$ cat src/rtl/cell_particle_reader.sv
// Streams one cell's particles from a 2-cycle-latency position memory into a
// 4-entry FWFT FIFO; reads are credit-gated so downstream stalls never drop data.
module cell_particle_reader #(
  parameter int DATA_WIDTH   = 96,
  parameter int PARTICLE_NUM = 220,
  parameter int ADDR_WIDTH   = 8
) (
  input  logic                  clk,
  input  logic                  rst,
  input  logic                  start_i,
  output logic                  busy_o,
  output logic                  done_o,
  output logic [ADDR_WIDTH-1:0] rd_addr_o,
  output logic                  rd_en_o,
  input  logic [DATA_WIDTH-1:0] rd_data_i,
  output logic [DATA_WIDTH-1:0] particle_pos_o,
  output logic [ADDR_WIDTH-1:0] particle_id_o,
  output logic                  particle_valid_o,
  input  logic                  particle_ready_i
);

  localparam logic [ADDR_WIDTH-1:0] MAX_CNT = ADDR_WIDTH'(PARTICLE_NUM - 1);

  typedef enum logic [2:0] {IDLE, RD_CNT, WAIT_CNT, STREAM, DRAIN, DONE} state_t;

  state_t                         state_q;
  logic [ADDR_WIDTH-1:0]          cnt_q, next_addr_q;
  logic [1:0]                     vld_pipe_q;
  logic [1:0][ADDR_WIDTH-1:0]     addr_pipe_q;
  logic [DATA_WIDTH-1:0]          fifo_pos_q [4];
  logic [ADDR_WIDTH-1:0]          fifo_id_q  [4];
  logic [1:0]                     wptr_q, rptr_q;
  logic [2:0]                     fifo_cnt_q, fifo_cnt_d;
  logic [2:0]                     inflight;
  logic                           issue, push, pop;
  logic [ADDR_WIDTH-1:0]          cnt_raw, cnt_clamped;

  // Credit = FIFO entries plus reads still in the memory pipe; never exceeds 4.
  always_comb begin
    inflight    = 3'(vld_pipe_q[0]) + 3'(vld_pipe_q[1]);
    issue       = (state_q == STREAM) && ((fifo_cnt_q + inflight) < 3'd4);
    push        = vld_pipe_q[1] && ((state_q == STREAM) || (state_q == DRAIN));
    pop         = particle_valid_o && particle_ready_i;
    fifo_cnt_d  = fifo_cnt_q + 3'(push) - 3'(pop);
    cnt_raw     = rd_data_i[ADDR_WIDTH-1:0];
    cnt_clamped = (cnt_raw > MAX_CNT) ? MAX_CNT : cnt_raw;
  end

  assign rd_en_o          = issue || (state_q == RD_CNT);
  assign rd_addr_o        = issue ? next_addr_q : '0;
  assign busy_o           = state_q inside {RD_CNT, WAIT_CNT, STREAM, DRAIN};
  assign done_o           = (state_q == DONE);
  assign particle_valid_o = (fifo_cnt_q != 3'd0);
  assign particle_pos_o   = particle_valid_o ? fifo_pos_q[rptr_q] : '0;
  assign particle_id_o    = particle_valid_o ? fifo_id_q[rptr_q]  : '0;

  always_ff @(posedge clk) begin
    if (push) begin
      fifo_pos_q[wptr_q] <= rd_data_i;
      fifo_id_q[wptr_q]  <= addr_pipe_q[1];
    end
  end

  always_ff @(posedge clk) begin
    if (rst) begin
      state_q     <= IDLE;
      cnt_q       <= '0;
      next_addr_q <= '0;
      vld_pipe_q  <= '0;
      addr_pipe_q <= '0;
      wptr_q      <= '0;
      rptr_q      <= '0;
      fifo_cnt_q  <= '0;
    end else begin
      vld_pipe_q  <= {vld_pipe_q[0], rd_en_o};
      addr_pipe_q <= {addr_pipe_q[0], rd_addr_o};
      fifo_cnt_q  <= fifo_cnt_d;
      if (push) wptr_q <= wptr_q + 2'd1;
      if (pop)  rptr_q <= rptr_q + 2'd1;
      if (issue) next_addr_q <= next_addr_q + ADDR_WIDTH'(1);
      case (state_q)
        IDLE:     if (start_i) state_q <= RD_CNT;
        RD_CNT:   state_q <= WAIT_CNT;
        WAIT_CNT: if (vld_pipe_q[1]) begin
          cnt_q       <= cnt_clamped;
          next_addr_q <= ADDR_WIDTH'(1);
          state_q     <= (cnt_clamped == '0) ? DONE : STREAM;
        end
        STREAM:   if (issue && (next_addr_q == cnt_q)) state_q <= DRAIN;
        // Leave as the last word is accepted so done lands right after it.
        DRAIN:    if ((vld_pipe_q == 2'b00) && (fifo_cnt_d == 3'd0)) state_q <= DONE;
        DONE:     state_q <= IDLE;
        default:  state_q <= IDLE;
      endcase
    end
  end

endmodule
$ cat config.mk
export PLATFORM = sky130hd
export DESIGN_NAME = cell_particle_reader
export DESIGN_NICKNAME = d
export VERILOG_FILES = /design/src/rtl/cell_particle_reader.sv
export SDC_FILE = /design/constraint.sdc
export NUM_CORES = 1
export LEC_CHECK = 0
export BUFFER_PORTS_ARGS = -buffer_cell sky130_fd_sc_hd__buf_2
export CORE_MARGIN = 2
export CORE_UTILIZATION = 60
export CTS_BUF_LIST = sky130_fd_sc_hd__clkbuf_8
export DETAILED_ROUTE_END_ITERATION = 10
export GPL_TIMING_DRIVEN = 0
export PLACE_DENSITY = 0.79
export SLEW_MARGIN = 20
export SYNTH_ARGS = -nofsm -noshare
export SYNTH_HDL_FRONTEND = slang
export SYNTH_SLANG_ARGS = --single-unit
export TNS_END_PERCENT = 20
$ cat constraint.sdc
create_clock -name clk -period 4.4 [get_ports clk]
set_clock_uncertainty 0.05 [all_clocks]
set_input_delay 0.66 -clock clk [delete_from_list [all_inputs] [get_ports clk]]
set_output_delay 0.66 -clock clk [all_outputs]
set_load 0.005 [all_outputs]
== Word level (Yosys, flattened, before mapping) ==
Memory sizes are Yosys's and may differ from the RTL's. A register that Yosys moved wholly into a read port is not among the register bits.
Index checks and enable logic that the tools add are counted.
Widths: inputs -> output; s select.
Word-level totals
  register bits: 44
  latch bits: 0
  memory bits (writable): 416
  bits in read-only memories: 0
  input bits: 100
  word-level logic and storage cells: 64
  memories kept: 2
Cells by class
  add/subtract/negate cells: 7
  multiply operators: 0
  divide/modulo/power cells: 0
  magnitude comparators: 2
  equality and inequality tests: 10
  shift-type cells: 0
  muxes and demuxes: 19
  bitwise gates (word level): 0
  reductions and logical operators: 15
Memories
  fifo_pos_q: words 4, bits a word 96, read ports 1, clocked after Yosys merged registers in 1, wr ports 1, line 30  | logic [DATA_WIDTH-1:0] fifo_pos_q [4];
  fifo_id_q: words 4, bits a word 8, read ports 1, clocked after Yosys merged registers in 1, wr ports 1, line 31  | logic [ADDR_WIDTH-1:0] fifo_id_q [4];
Operators by type and width (number)
  $mux 96: 1
  $mux 8: 6
  $mux 3: 5
  $pmux 3 s5: 1
  $add 8x1->8 const B: 1
  $eq 8x8->1: 1
  $gt 8x8->1 const B: 1
  $logic_not 8->1: 1
  $mux 2: 4
  $eq 3x2->1 const B: 2
  $eq 3x3->1 const B: 2
  $logic_not 3->1: 2
  $logic_and 1x1->1: 5
  $add 2x1->2 const B: 2
  $ne 2x1->1 const B: 2
  $ne 2x2->1 const B: 2
  $reduce_and 4->1: 1
  $reduce_bool 4->1: 1
  $add 3x1->3: 1
  $add 3x2->3: 1
  $eq 3x1->1 const B: 1
  $lt 3x3->1 const B: 1
  $reduce_bool 3->1: 1
  $sub 3x1->3: 1
  other kinds (5): 7

== Logic depth before layout (Yosys ltp) ==
Gate-level depths: netlist of the first run.
  depth after elaboration: 9
  depth in mapped cells: 13
  mapped depth without buffers: 12

== Worst setup path after synthesis of the first run ==
Ideal clock, no wire load.
  path kind: reg-to-reg
  start: register state_q[0]
  end: memory fifo_id_q[0][0] (enable)
  setup time: 0.475 ns
  arrival: 3.413 ns
  required time: 3.875 ns
  slack: 0.462 ns
  stages on the path, launching flop included: 5
  path buffers: 1
  cell sequence: dfxtp_1 -> buf_4 -> nor3b_1 -> o21a_1 -> and2_1
Between the ends
  word-level cells in the longest chain between the ends: 5
  elaborated cells between the ends (all ways): 6
  classes of those cells: eq/ne: 2; mux: 2; reduce/logical: 2
RTL lines
  from (decl): line 26  | state_t state_q;
  from (signal assigned): line 87  | state_q <= (cnt_clamped == '0) ? DONE : STREAM;
  $eq 3x2->1 / $eq 3x3->1 (equally long branches): line 42  | push = vld_pipe_q[1] && ((state_q == STREAM) || (state_q == DRAIN));
  $logic_or 1x1->1 (*): line 42
  $logic_and 1x1->1 (*): line 42
  $mux 1 (*): line 58  | if (push) begin
  $mux 1 (implied by the code) (*): line 60  | fifo_id_q[wptr_q] <= addr_pipe_q[1];
  to (decl): line 31
Mark *: on every way between the ends. The rest lies on a longest branch, timed or not.

== Worst setup path in the final report of the first run ==
  start: register fifo_cnt_q[1]
  end: output port particle_pos_o[62]
Between the ends
  word-level cells in the longest chain between the ends: 2
RTL lines
  from (decl): line 33  | logic [2:0] fifo_cnt_q, fifo_cnt_d;
  from (signal assigned): line 77  | fifo_cnt_q <= fifo_cnt_d;
  $reduce_bool 3->1: line 53  | assign particle_valid_o = (fifo_cnt_q != 3'd0);
  $mux 96: line 54  | assign particle_pos_o = particle_valid_o ? fifo_pos_q[rptr_q] : '0;
  to (decl): line 16  | output logic [DATA_WIDTH-1:0] particle_pos_o,
No other way between the ends.

==> impl.org, run 1 <==
** Min path
- In this run the most critical hold path is launched from rd_data_i[33].
- Terminating pin of the worst hold path :: fifo_pos_q[0][33]
- Worst hold path type :: in2reg
- Hold Crit Depth :: 1

** Placed design
- In this run the tool buffered the top-level ports with 215 buffer cells.
- Placed cell count :: 1,489
- Routability-driven placement finished with a final weighted congestion of 0.858.
- Detailed placement finished with a half-perimeter wire length of 22.1 mm.

** Setup path
- In this run the worst path has a maximum fanout of 10.
- The critical path is of the reg2out type.
- Required time reported for the critical path endpoint :: 3.69 ns
- The worst setup path is captured at an output port.
- The worst setup path is launched from a flop.
- In this run the critical register-to-register path is launched from state_q[0].
- The number of cells on the worst reg-to-reg path is 13.
- Worst EP arrival :: 3.00 ns
- Critical R2R Capture :: state_q[0]
- The setup check on the worst reg-to-reg path leaves a slack of 0.97 ns.

** Routing
- Avg WL per Cell :: 21.2 um
- Using the TritonRoute via totals, the vias-per-cell ratio works out to 5.64.
- Pre-antenna DRT Iters :: 5
- Wires add up to 34.3 mm.
- The routed layout has 9,132 vias.
- After detailed routing, the number of remaining DRC violations is 0.
- Initial detailed-routing violation count :: 663
- Remaining number of nets flagged by the antenna check after routing :: 0

** Die
- Count of pins on the block boundary :: 216
- The die covers 30,900 um^2.
- Y dimension of the die :: 176 um
- Row count :: 62
- Initial Utilization :: 61.4%
- Die width :: 176 um
- Core box area :: 28,900 um^2

** STA
- Highest achievable clock rate :: 0.270 GHz
- Number of hold-slack violations in the final timing report :: 0
- Number of setup violations in the final report :: 0
- Setup repair after global routing left no endpoint under its margin.
- Hold is met by 0.256 ns.
- For the final routed database, the setup TNS stands at 0 ns.
- Share of the clock period used by the worst path :: 84.2%
- Measured against its own limit, the worst slew margin works out to 48.5%.
- Slew Viols, Final :: 0
- Min Clock Period, post-route :: 3.71 ns
- Actual slew at the worst max-slew pin :: 0.772 ns

** Logic synthesis
- Counting flops and latches in the post-synthesis netlist gives 462.
- Ys Warns :: 0
- Counting flops with a built-in enable in the synthesized netlist gives 416.
- Number of nets produced by synthesis :: 992
- Number of distinct standard cells referenced by the synthesized netlist :: 49
- Synthesized cell area :: 17,700 um^2
- Sequential cells were found to cover 75.7% of the synthesized design area.
- Avg Inst Size Synth :: 20.1 um^2
- Synthesis produced a netlist whose cell count is 882.
- In the synthesized netlist the async set-or-reset flop fraction comes to 0%.
- Leading register cell type out of synthesis :: sky130_fd_sc_hd__edfxtp_1

** Clocking
- The clock tree synthesis step divided the H-tree into 3 levels.
- Post-CTS setup repair buffer count :: 0
- The clock reaches the later pin of the worst-skew pair after 0.56 ns.
- The root buffer cell chosen for the clock tree is sky130_fd_sc_hd__clkbuf_8.
- Resized cells post-CTS :: 0
- Clock tree from TritonCTS :: yes
- After clock tree synthesis, the clock-pin slew on the worst setup and hold paths is 0.07 ns.
- In this run the deepest clock path goes through 3 buffers.
- Cts hold-fix bufs :: 0
- The tree built by TritonCTS fans out to 462 sinks.
- Cts bufs inserted :: 72

** Pwr
- For this design the ratio of total power to cell area is 525 nW/um^2.
- Summed over all cells, the static leakage comes to 7.24 nW.
- Across the VDD grid, the largest voltage drop is 0.280 mV.

** Global routing
- Global routing consumed, over all layers together, 22.6% of the routing resources.
- Entering global routing, the biggest net connects 48 pins.
- Overflow after GRT :: 0
- The first global-routing pass estimated 52.3 mm of wire.
- The number of antenna violations at the first check in global routing was 9.
- Number of global-route vias before repair :: 9,332

** Finish
- Leaving out fill and tap cells, the most frequent cell in the layout is sky130_fd_sc_hd__edfxtp_1.
- Nets@finish :: 1,289
- Fill cells in the final layout number 1,817.
- Leaving out filler cells and counting taps, the final layout contains 1,618.
- Growth of design area from synthesis to finish :: 17.4%
- Across the whole layout, storage elements account for 13,400 um^2.
- Multi-input logic area :: 4040 um^2
- Layout cells sized above 1 :: 36.0%
- The top cell types in the final layout, fill and taps aside, are 416 x sky130_fd_sc_hd__edfxtp_1, 228 x sky130_fd_sc_hd__buf_2, 111 x sky130_fd_sc_hd__and2_1.

** Run
- Max-cap violations in this run came to 0.

** Outcome
- The run finished with clean final reports.
[worst max-delay path: stages, from the launching register on]
cell and delay, ns:
sky130_fd_sc_hd__dfxtp_1 0.43, sky130_fd_sc_hd__or3_1 0.14, sky130_fd_sc_hd__clkbuf_1 0.43, sky130_fd_sc_hd__clkbuf_1 0.65, sky130_fd_sc_hd__clkbuf_1 0.45, sky130_fd_sc_hd__and2_1 0.22
sky130_fd_sc_hd__buf_2 0.11
[power by group]
| part | leakage, nW | internal (mW) | switching (mW) |
|---|---|---|---|
| clock network | 0.755 | 1.73 | 1.53 |
| registers | 4.09 | 4.82 | 0.0333 |
| logic | 2.39 | 1.41 | 1.39 |
[registers in the layout, indices dropped and copies added, names as in the netlist, named ones only]
name and cells:
addr_pipe_q 16, cnt_q 8, fifo_cnt_q 3, fifo_id_q 32, fifo_pos_q 384, next_addr_q 8
rptr_q 2, state_q 3, vld_pipe_q 2, wptr_q 2
[worst max-delay path by stage]
stage | depth (start not counted) | slack, ns | to | startpoint
CTS | 6 | 0.61 | particle_pos_o[81] | fifo_cnt_q[1]
global route | 6 | 0.54 | particle_pos_o[62] | fifo_cnt_q[1]
finish | 6 | 0.69 | particle_pos_o[62] | fifo_cnt_q[1]
detailed placement | 12 | 0.95 | state_q[0] | fifo_cnt_q[1]
global placement | 4 | -1.55 | fifo_pos_q[0][73] | state_q[0]
floorplan | 4 | 0.46 | fifo_id_q[0][0] | state_q[0]
[synthesized netlist by cell type (all sizes together), types with 6 or more instances]
cell type | count | area [um^2]
nor2 | 18 | 67.6
nor2b | 12 | 75.1
nand2 | 14 | 52.6
buf | 20 | 110
inv | 13 | 48.8
ha | 9 | 113
mux4 | 104 | 2340
edfxtp | 416 | 12500
dfxtp | 46 | 921
nand3 | 6 | 30.0
clkbuf | 27 | 103
a21oi | 12 | 60.1
xnor2 | 11 | 96.3
and2 | 115 | 719
[cells by family after synthesis]
| logic type | share of synthesized area, % |
|---|---|
| multiplexers | 13.3 |
| flip-flops | 75.7 |
| AO/OA/AOI/OAI | 1.45 |
| AND/OR/NAND/NOR | 6.57 |
| XOR/XNOR | 0.728 |
| buffers and inverters | 1.48 |
| adder cells (fa/ha/maj) | 0.749 |
[layout make-up]
type                    instances  share of cell area [%]
clock buffers                  77                    5.10
flip-flops and latches        462                    64.5
plain buffers                  47                    1.02
well taps                     384                    2.31
multi-input cells             360                    19.4
inverters                      13                   0.235
diodes                          2                  0.0241
repair buffers                223                    6.13
clock inverters                50                    1.24
[metal layers]
layer | vias to the layer above | wire [um] | global-route usage, % | part of all wire (%)
met5 | - | 54 | 0 | 0.16
met3 | 62 | 2400 | 5.22 | 7.0
li1 | 4120 | - | - | -
met1 | 4629 | 13700 | 30.3 | 40
met2 | 311 | 17600 | 37.8 | 51
met4 | 10 | 571 | 6.10 | 1.7
[per-stage QoR]
step	util (%)	setup slack (ns)	power [mW]	area [um^2]
after floorplan	-	0.462	6.65	17700
after global placement	66.8	-1.55	7.76	19300
after detailed placement	67.5	0.955	7.80	19500
after CTS	72.0	0.606	11.1	20800
after global routing	72.1	0.542	11.4	20800
final	72.1	0.693	10.9	20800
Note: power is estimated with default switching activity, not from simulation.
==> run 2, diff against run 1 <==
- CORE_UTILIZATION: 60 -> 54
- PLACE_DENSITY: 0.79 -> 0.75
- clock period: 4.4 -> 3.2 ns (I/O delays scaled with it)
==> run 2 against run 1 <==
Net effect:
- critical path depth stayed put
- combinational power is 40% higher
- non-clock buffer count is 1 higher
- critical path type unchanged
- largest power group unchanged
==> impl.org, run 2 (synthesis gave the netlist of run 1 again) <==
** Finish
- Cell Count, Final, Fillers Out :: 1,685 (was 1,618)
- Most frequent standard cell in the layout excluding fill and tap cells :: sky130_fd_sc_hd__edfxtp_1 (unchanged)
- The area taken by multi-input logic gates was 4070 um^2 (was 4040 um^2).
- The total area of sequential cells is 13,400 um^2 (unchanged).
- The flip-flop count of the largest register after layout came to 384 (unchanged).
- The number of nets in the layout came to 1,292 (was 1,289).
- Growth of design area from synthesis to finish :: 18.5% (was 17.4%)
- Leading cell types in the layout, fill and taps excluded :: 416 x sky130_fd_sc_hd__edfxtp_1, 222 x sky130_fd_sc_hd__buf_2, 111 x sky130_fd_sc_hd__and2_1 (was 416 x sky130_fd_sc_hd__edfxtp_1, 228 x sky130_fd_sc_hd__buf_2, 111 x sky130_fd_sc_hd__and2_1)
- Largest register by flop count :: fifo_pos_q (unchanged)
- Fill count :: 2,289 (was 1,817)
- Registers with the highest flip-flop counts: fifo_pos_q (384), fifo_id_q (32), addr_pipe_q (16) (unchanged).
- Post-Route Utilization :: 64.6% (was 72.1%)
- Layout cells sized above 1 :: 37.5% (was 36.0%)

** Clocking
- Cts bufs inserted :: 74 (was 72)
- The number of sinks driven by the clock tree is 462 (unchanged).
- The number of buffers between clock root and the deepest sink is 3 (unchanged).
- Later-pin clock latency in the skew report :: 0.58 ns (was 0.56 ns)
- The clock slew at the register clock pins of the worst setup and hold paths is 0.06 ns (was 0.07 ns).
- Cts hold-fix bufs :: 0 (unchanged)
- The clock tree from TritonCTS is yes (unchanged).
- Maximum level of the CTS H-tree :: 3 (unchanged)
- Clk Tree Root Cell :: sky130_fd_sc_hd__clkbuf_8 (unchanged)

** Routing
- DRC violations left :: 0 (unchanged)
- Total vias in the final route :: 9,157 (was 9,132)
- The final wirelength was 34.3 mm (about the same).
- The count of TritonRoute iterations in the first routing pass was 5 (unchanged).
- Initial detailed-routing violation count :: 705 (was 663)
- Avg WL per Cell :: 20.3 um (was 21.2 um)
- Remaining number of nets flagged by the antenna check after routing :: 0 (unchanged)
- The detailed-route vias per instance came to 5.43 (was 5.64).

** STA
- RSZ-0062 raised after global routing: no (unchanged).
- The smallest clock period supported by the final layout is computed as 3.02 ns.
- Number of hold-slack violations in the final timing report :: 0 (unchanged)
- Slew Viols, Final :: 0 (unchanged)
- The max-slew headroom at the worst pin is 52.0% (was 48.5%).
- Of the available clock period, the critical path in the final layout requires 94.4%.
- Actual slew at the worst max-slew pin :: 0.720 ns (was 0.772 ns)
- The final setup violation count came to 0 (unchanged).
- Highest achievable clock rate :: 0.331 GHz

** Setup path
- Critical R2R Capture :: state_q[0] (unchanged)
- Critical Path Sink Type :: output port (unchanged)
- Crit path to :: particle_pos_o[52] (was particle_pos_o[62])
- Required time reported for the critical path endpoint :: 2.67 ns (was 3.69 ns)
- The maximum cell stage delay along the critical path is 0.40 ns (was 0.65 ns).
- Cells traversed along the worst timing path :: clkbuf_1 -> buf_4 -> clkbuf_2 -> mux4_2 -> and2_1 -> buf_2 (was or3_1 -> clkbuf_1 -> clkbuf_1 -> clkbuf_1 -> and2_1 -> buf_2)
- Worst r2r path cells :: 13 (unchanged)
- The arrival time at the worst endpoint was 2.49 ns (was 3.00 ns).
- The kind of launch point of the worst setup path is a flop (unchanged).
- The standard cell with the maximum stage delay on the critical path is sky130_fd_sc_hd__mux4_2 (was sky130_fd_sc_hd__clkbuf_1).
- The critical path start-end classification is reg2out (unchanged).
- Startpoint of the lowest-slack register-to-register path :: state_q[1] (was state_q[0])
- The biggest fanout along the worst timing path came to 10 (unchanged).
- R2R setup slack :: 0.27 ns (was 0.97 ns)

** Die
- Y dimension of the die :: 185 um (was 176 um)
- The initial core utilization came to 54.6% (was 61.4%).
- The die extent in x is 185 um (was 176 um).
- The core footprint is 32,500 um^2 (was 28,900 um^2).
- Row count :: 66 (was 62)
- The I/O pin total was 216 (unchanged).
- Total die area :: 34,300 um^2 (was 30,900 um^2)

** Placed design
- Placed cell count :: 1,547 (was 1,489)
- The estimated wirelength of the detail-placed design is 21.5 mm (was 22.1 mm).
- Final GP Congestion :: 0.840 (was 0.858)
- Port bufs :: 215 (unchanged)

** Outcome
- Status :: finished, final reports clean (unchanged)

** Min path
- Hold Crit Depth :: 1 (unchanged)
- Beginning of the worst hold path :: rd_data_i[16] (was rd_data_i[33])
- Worst hold path type :: in2reg (unchanged)

** Global routing
- The total congestion overflow after global routing came to 0 (unchanged).
- Antenna violations before repair :: 7 (was 9)
- The wire length of the first global-routing pass came to 51.8 mm (was 52.3 mm).
- The global-route usage over all layers came to 20.3% (was 22.6%).
- The number of global-route vias before repair came to 9,423 (was 9,332).
- The pin count of the biggest net entering global routing was 48 (unchanged).

** Pwr
- The highest ir drop seen on vdd is 0.425 mV (was 0.280 mV).
- The power density normalized to cell area is 725 nW/um^2 (was 525 nW/um^2).
- The reported leakage power is 7.31 nW (was 7.24 nW).

** Run
- MaxCap Viol Count :: 0 (unchanged)
-- run 2: cell count changes in the layout (fill, tap and decap cells not counted), moves of 2 or more --
cell	previous run	this run
sky130_fd_sc_hd__clkbuf_2	1	6
sky130_fd_sc_hd__clkbuf_1	26	20
sky130_fd_sc_hd__clkinv_2	3	7
sky130_fd_sc_hd__clkinv_1	19	17
sky130_fd_sc_hd__buf_4	1	11
sky130_fd_sc_hd__inv_6	2	0
sky130_fd_sc_hd__buf_2	228	222
sky130_fd_sc_hd__buf_1	4	2
sky130_fd_sc_hd__diode_2	2	7
sky130_fd_sc_hd__clkbuf_8	77	80
-- run 2: worst min path at each step --
stage	endpoint	slack [ns]
2_1_floorplan	addr_pipe_q[10]	0.36
3_3_place_gp	addr_pipe_q[8]	0.37
3_5_place_dp	addr_pipe_q[9]	0.38
4_1_cts	fifo_pos_q[2][15]	0.02
5_1_grt	fifo_pos_q[2][15]	0.03
6_report	fifo_pos_q[1][16]	0.06
-- run 2: what timing repair did --
action,4_1_cts,5_1_grt
resized for setup,19,4
pin swaps,1,3
setup buffers,0,2
setup endpoints to repair,75,1
-- run 2: final cells by class --
type | instances | area share [%]
tap | 442 | 2.64
multi-input combinational | 360 | 19.4
clock buffer | 80 | 5.25
clock inverter | 50 | 1.22
antenna | 7 | 0.0835
timing repair buffer | 225 | 6.11
buffer | 46 | 1.13
sequential | 462 | 63.9
inverter | 13 | 0.233
-- run 2: report_power, final --
group | total (mW) | internal (mW) | switching (mW) | leakage [nW]
combinational | 3.91 | 1.99 | 1.92 | 2.43
clock | 4.61 | 2.46 | 2.15 | 0.779
sequential | 6.68 | 6.63 | 0.0473 | 4.09
total | 15.2 | 11.1 | 4.12 | 7.31
-- run 2: worst max-delay path: cells and delay by family (launching register included) --
family                 cells  cell delay [ns]
buffers and inverters      4             1.02
muxes                      1             0.40
DFF                        1             0.30
and+or+nand+nor            1             0.18
-- run 2: per-layer routing --
metal / up-vias / share of wire, % / global-route usage [%]
li1: 4123 / - / -
met1: 4654 / 41 / 26.9
met2: 315 / 50 / 33.4
met3: 59 / 6.9 / 4.70
met4: 6 / 2.2 / 7.30
met5: - / 0.11 / 0
-- run 2: metrics by stage --
step	instance area (um^2)	setup TNS (ns)	power [mW]	worst slack (ns)	hold WS [ns]
final	21000	0	15.2	0.178	0.0600
after global routing	21000	0	16.0	0.0143	0.0292
after CTS	20900	0	15.4	0.0309	0.0168
after detailed placement	19500	-0.318	10.7	-0.318	0.377
after global placement	19300	-308.91	10.7	-0.772	0.374
after floorplan	17700	0	9.14	0.168	0.364
==> run 3, diff against run 2 <==
- PLACE_DENSITY: 0.75 -> 0.78
==> run 3 against run 2 <==
Net effect:
- wire length about the same
- fmax decreased by 1.9%
- critical endpoint is now state_q[0]
- clock power decreased by 2%
- sequential cell count unchanged
- final cell count increased by 0.18%
- non-clock buffer count increased by 5
- setup slack got worse by 0.059 ns
- global-route usage about the same
==> impl.org, run 3 (synthesis gave the netlist of run 1 again) <==
** Setup path
- Critical Path Source Type :: flop (unchanged)
- The biggest fanout along the worst timing path is 10 (unchanged).
- Largest stage delay, worst path :: 0.59 ns (was 0.40 ns)
- Cells traversed along the worst timing path: buf_4 -> nor3b_4 -> o21a_2 -> inv_1 -> ha_1 -> inv_1 -> ha_1 -> inv_1 -> fa_1 -> or4b_2 -> o21ai_1 -> nand4_1 -> nand2_1 (was clkbuf_1 -> buf_4 -> clkbuf_2 -> mux4_2 -> and2_1 -> buf_2).
- The kind of cell adding the most delay to the critical path was simple AND/OR/NAND/NOR gates (was buffers and inverters).
- The critical path start-end classification is reg2reg (was reg2out).
- Total buffers and inverters traversed by the critical path :: 4 (unchanged)
- The standard cell with the maximum stage delay on the critical path is sky130_fd_sc_hd__or4b_2 (was sky130_fd_sc_hd__mux4_2).
- In this design, the critical path's most frequently occurring cell is sky130_fd_sc_hd__inv_1.
- Worst EP arrival :: 3.56 ns (was 2.49 ns)
- Critical Path Sink Type :: flop (was output port)
- The required time at the endpoint of the critical path came to 3.68 ns (was 2.67 ns).

** Placed design
- Area after detailed placement :: 19,500 um^2 (unchanged)
- The setup slack after placement was -0.193 ns (was -0.318 ns).
- The estimated wirelength of the detail-placed design is 21.4 mm (was 21.5 mm).
- Final GP Congestion :: 0.851 (was 0.840)
- Port bufs :: 215 (unchanged)
- Placed cell count :: 1,547 (unchanged)

** Clocking
- Clock tree sinks :: 462 (unchanged)
- The number of buffers between clock root and the deepest sink is 3 (unchanged).
- The hold buffer count at CTS was 0 (unchanged).
- Clock tree from TritonCTS :: yes (unchanged)
- Later-pin clock latency in the skew report :: 0.58 ns (about the same)
- The number of clock buffers inserted by TritonCTS is 75 (was 74).
- Clk Tree Root Cell :: sky130_fd_sc_hd__clkbuf_8 (unchanged)
- Maximum level of the CTS H-tree :: 3 (unchanged)
- CTS clock-pin slew for the worst setup and hold paths :: 0.06 ns (about the same)

** Global routing
- Overflow after GRT :: 0 (unchanged)
- The pin count of the biggest net entering global routing was 47 (was 48).
- The number of global-route vias before repair came to 9,493 (was 9,423).
- All-layer global routing usage :: 20.3% (about the same)
- Antenna violations before repair :: 4 (was 7)
- The wire length of the first global-routing pass is 52.2 mm (was 51.8 mm).

** Die
- Die width :: 185 um (unchanged)
- The chip height came to 185 um (unchanged).
- The initial core utilization was 54.6% (unchanged).
- The full die area is 34,300 um^2 (unchanged).
- Row count :: 66 (unchanged)
- The I/O pin total is 216 (unchanged).
- Core box area :: 32,500 um^2 (unchanged)

** Pwr
- Combinational fraction of design power :: 26.0% (was 25.7%)
- The highest ir drop seen on vdd came to 0.411 mV (was 0.425 mV).
- The power density normalized to cell area came to 722 nW/um^2 (was 725 nW/um^2).
- The switching power as a share of total power came to 27.6% (was 27.1%).
- The share of power burned in the clock network is 29.9% (was 30.3%).
- Net switching power of the design :: 4.19 mW (was 4.12 mW)
- Total chip power :: 15.2 mW (about the same)
- Internal power :: 11.0 mW (was 11.1 mW)
- The reported leakage power is 7.32 nW (was 7.31 nW).
- The sequential group share of total power came to 44.1% (was 44.0%).

** Routing
- The final wirelength came to 34.3 mm (about the same).
- The remaining antenna violation count is 0 (unchanged).
- Total vias in the final route :: 9,073 (was 9,157)
- The highest layer used for signal routing is met5 (unchanged).
- DRC violations left :: 0 (unchanged)
- Met2 wire len :: 17.3 mm (was 17.2 mm)
- The routed length on met3 was 2.11 mm (was 2.35 mm).
- Routed length on met1 :: 14.3 mm (was 14.0 mm)
- Avg WL per Cell :: 20.3 um (about the same)
- The detailed-route vias per instance came to 5.38 (was 5.43).
- Pre-antenna DRT Iters :: 5 (unchanged)
- Initial detailed-routing violation count :: 499 (was 705)

** Run
- MaxCap Viol Count :: 0 (unchanged)

** Finish
- The register with the most flip-flops is fifo_pos_q (unchanged).
- Leading cell types in the layout, fill and taps excluded :: 416 x sky130_fd_sc_hd__edfxtp_1, 223 x sky130_fd_sc_hd__buf_2, 111 x sky130_fd_sc_hd__and2_1 (was 416 x sky130_fd_sc_hd__edfxtp_1, 222 x sky130_fd_sc_hd__buf_2, 111 x sky130_fd_sc_hd__and2_1)
- The area added between synthesis and finish is 18.4% (was 18.5%).
- The core utilization of the finished layout came to 64.6% (about the same).
- Cell Count, Final, Fillers Out :: 1,688 (was 1,685)
- Fill count :: 2,271 (was 2,289)
- Largest register FFs :: 384 (unchanged)
- The most common library cell in the layout ignoring fill and taps is sky130_fd_sc_hd__edfxtp_1 (unchanged).
- Post-route standard cell area excluding fillers :: 21,000 um^2 (about the same)
- Nets@finish :: 1,298 (was 1,292)
- Registers with the highest flip-flop counts: fifo_pos_q (384), fifo_id_q (32), addr_pipe_q (16) (unchanged).
- Layout cells sized above 1 :: 37.6% (was 37.5%)

** STA
- The share of the cycle needed by the critical path after routing was 96.3% (was 94.4%).
- Slew Viols, Final :: 0 (unchanged)
- Highest achievable clock rate :: 0.325 GHz (was 0.331 GHz)
- The max-slew headroom at the worst pin came to 49.6% (was 52.0%).
- The worst hold slack after final layout was 0.0567 ns (was 0.0600 ns).
- The summed negative setup slack over all endpoints is 0 ns (unchanged).
- RSZ-0062 raised after global routing: yes (was no).
- The minimum clock period is 3.08 ns (was 3.02 ns).
- The post-layout worst setup margin is 0.120 ns (was 0.178 ns).
- Actual slew at the worst max-slew pin :: 0.756 ns (was 0.720 ns)
- Number of hold-slack violations in the final timing report :: 0 (unchanged)
- Number of setup violations in the final report :: 0 (unchanged)

** Outcome
- Status :: finished, final reports clean (unchanged)

** Min path
- Worst hold path type :: in2reg (unchanged)
## run 3: cell count changes in the layout (fill, tap and decap cells not counted), moves of 2 or more
cell                         before  now
sky130_fd_sc_hd__clkinv_2         7    5
sky130_fd_sc_hd__clkinvlp_4       1    5
sky130_fd_sc_hd__diode_2          7    2
sky130_fd_sc_hd__inv_1           35   40
sky130_fd_sc_hd__clkbuf_8        80   78
sky130_fd_sc_hd__clkbuf_4         0    4
## run 3: cell type report
cell class              count  area (um^2)  area share, %
plain buffers              46          236           1.13
repair buffers            230         1320           6.29
well taps                 442          553           2.64
inverters                  13         48.8          0.233
diodes                      2         5.00         0.0239
multi-input cells         360         4060           19.4
flip-flops and latches    462        13400           64.0
clock inverters            55          263           1.25
clock buffers              78         1070           5.12
## run 3: timing repair
item                                    CTS  global route
buffers inserted                          0             7
endpoints found under the setup margin   61            52
pin swaps                                 0             2
resized for setup                        13             9
cloned                                    0             0
## run 3: metal layers
metal,up-vias,global-route usage (%)
met5,-,0
met4,4,6.73
met3,44,4.52
met2,300,33.5
met1,4588,27.2
li1,4137,-
## run 3: path summary, 6_finish.rpt
kind / startpoint / end / slack, ns / cells after the start
worst max-delay path: state_q[0] / state_q[0] / 0.12 / 13
worst max register to register: state_q[0] / state_q[0] / 0.12 / 13
worst min-delay path: rd_data_i[16] / fifo_pos_q[3][16] / 0.06 / 1
worst min register to register: addr_pipe_q[0] / addr_pipe_q[8] / 0.39 / 1
## run 3: power by group through the flow
| stage | sequential, mW | combinational, mW | clock [mW] |
|---|---|---|---|
| after detailed placement | 6.80 | 3.97 | 0 |
| final | 6.68 | 3.95 | 4.52 |
| after CTS | 6.68 | 4.00 | 4.65 |
| after global routing | 6.69 | 4.33 | 4.91 |
| after floorplan | 6.80 | 2.34 | 0 |
| after global placement | 6.80 | 3.94 | 0 |
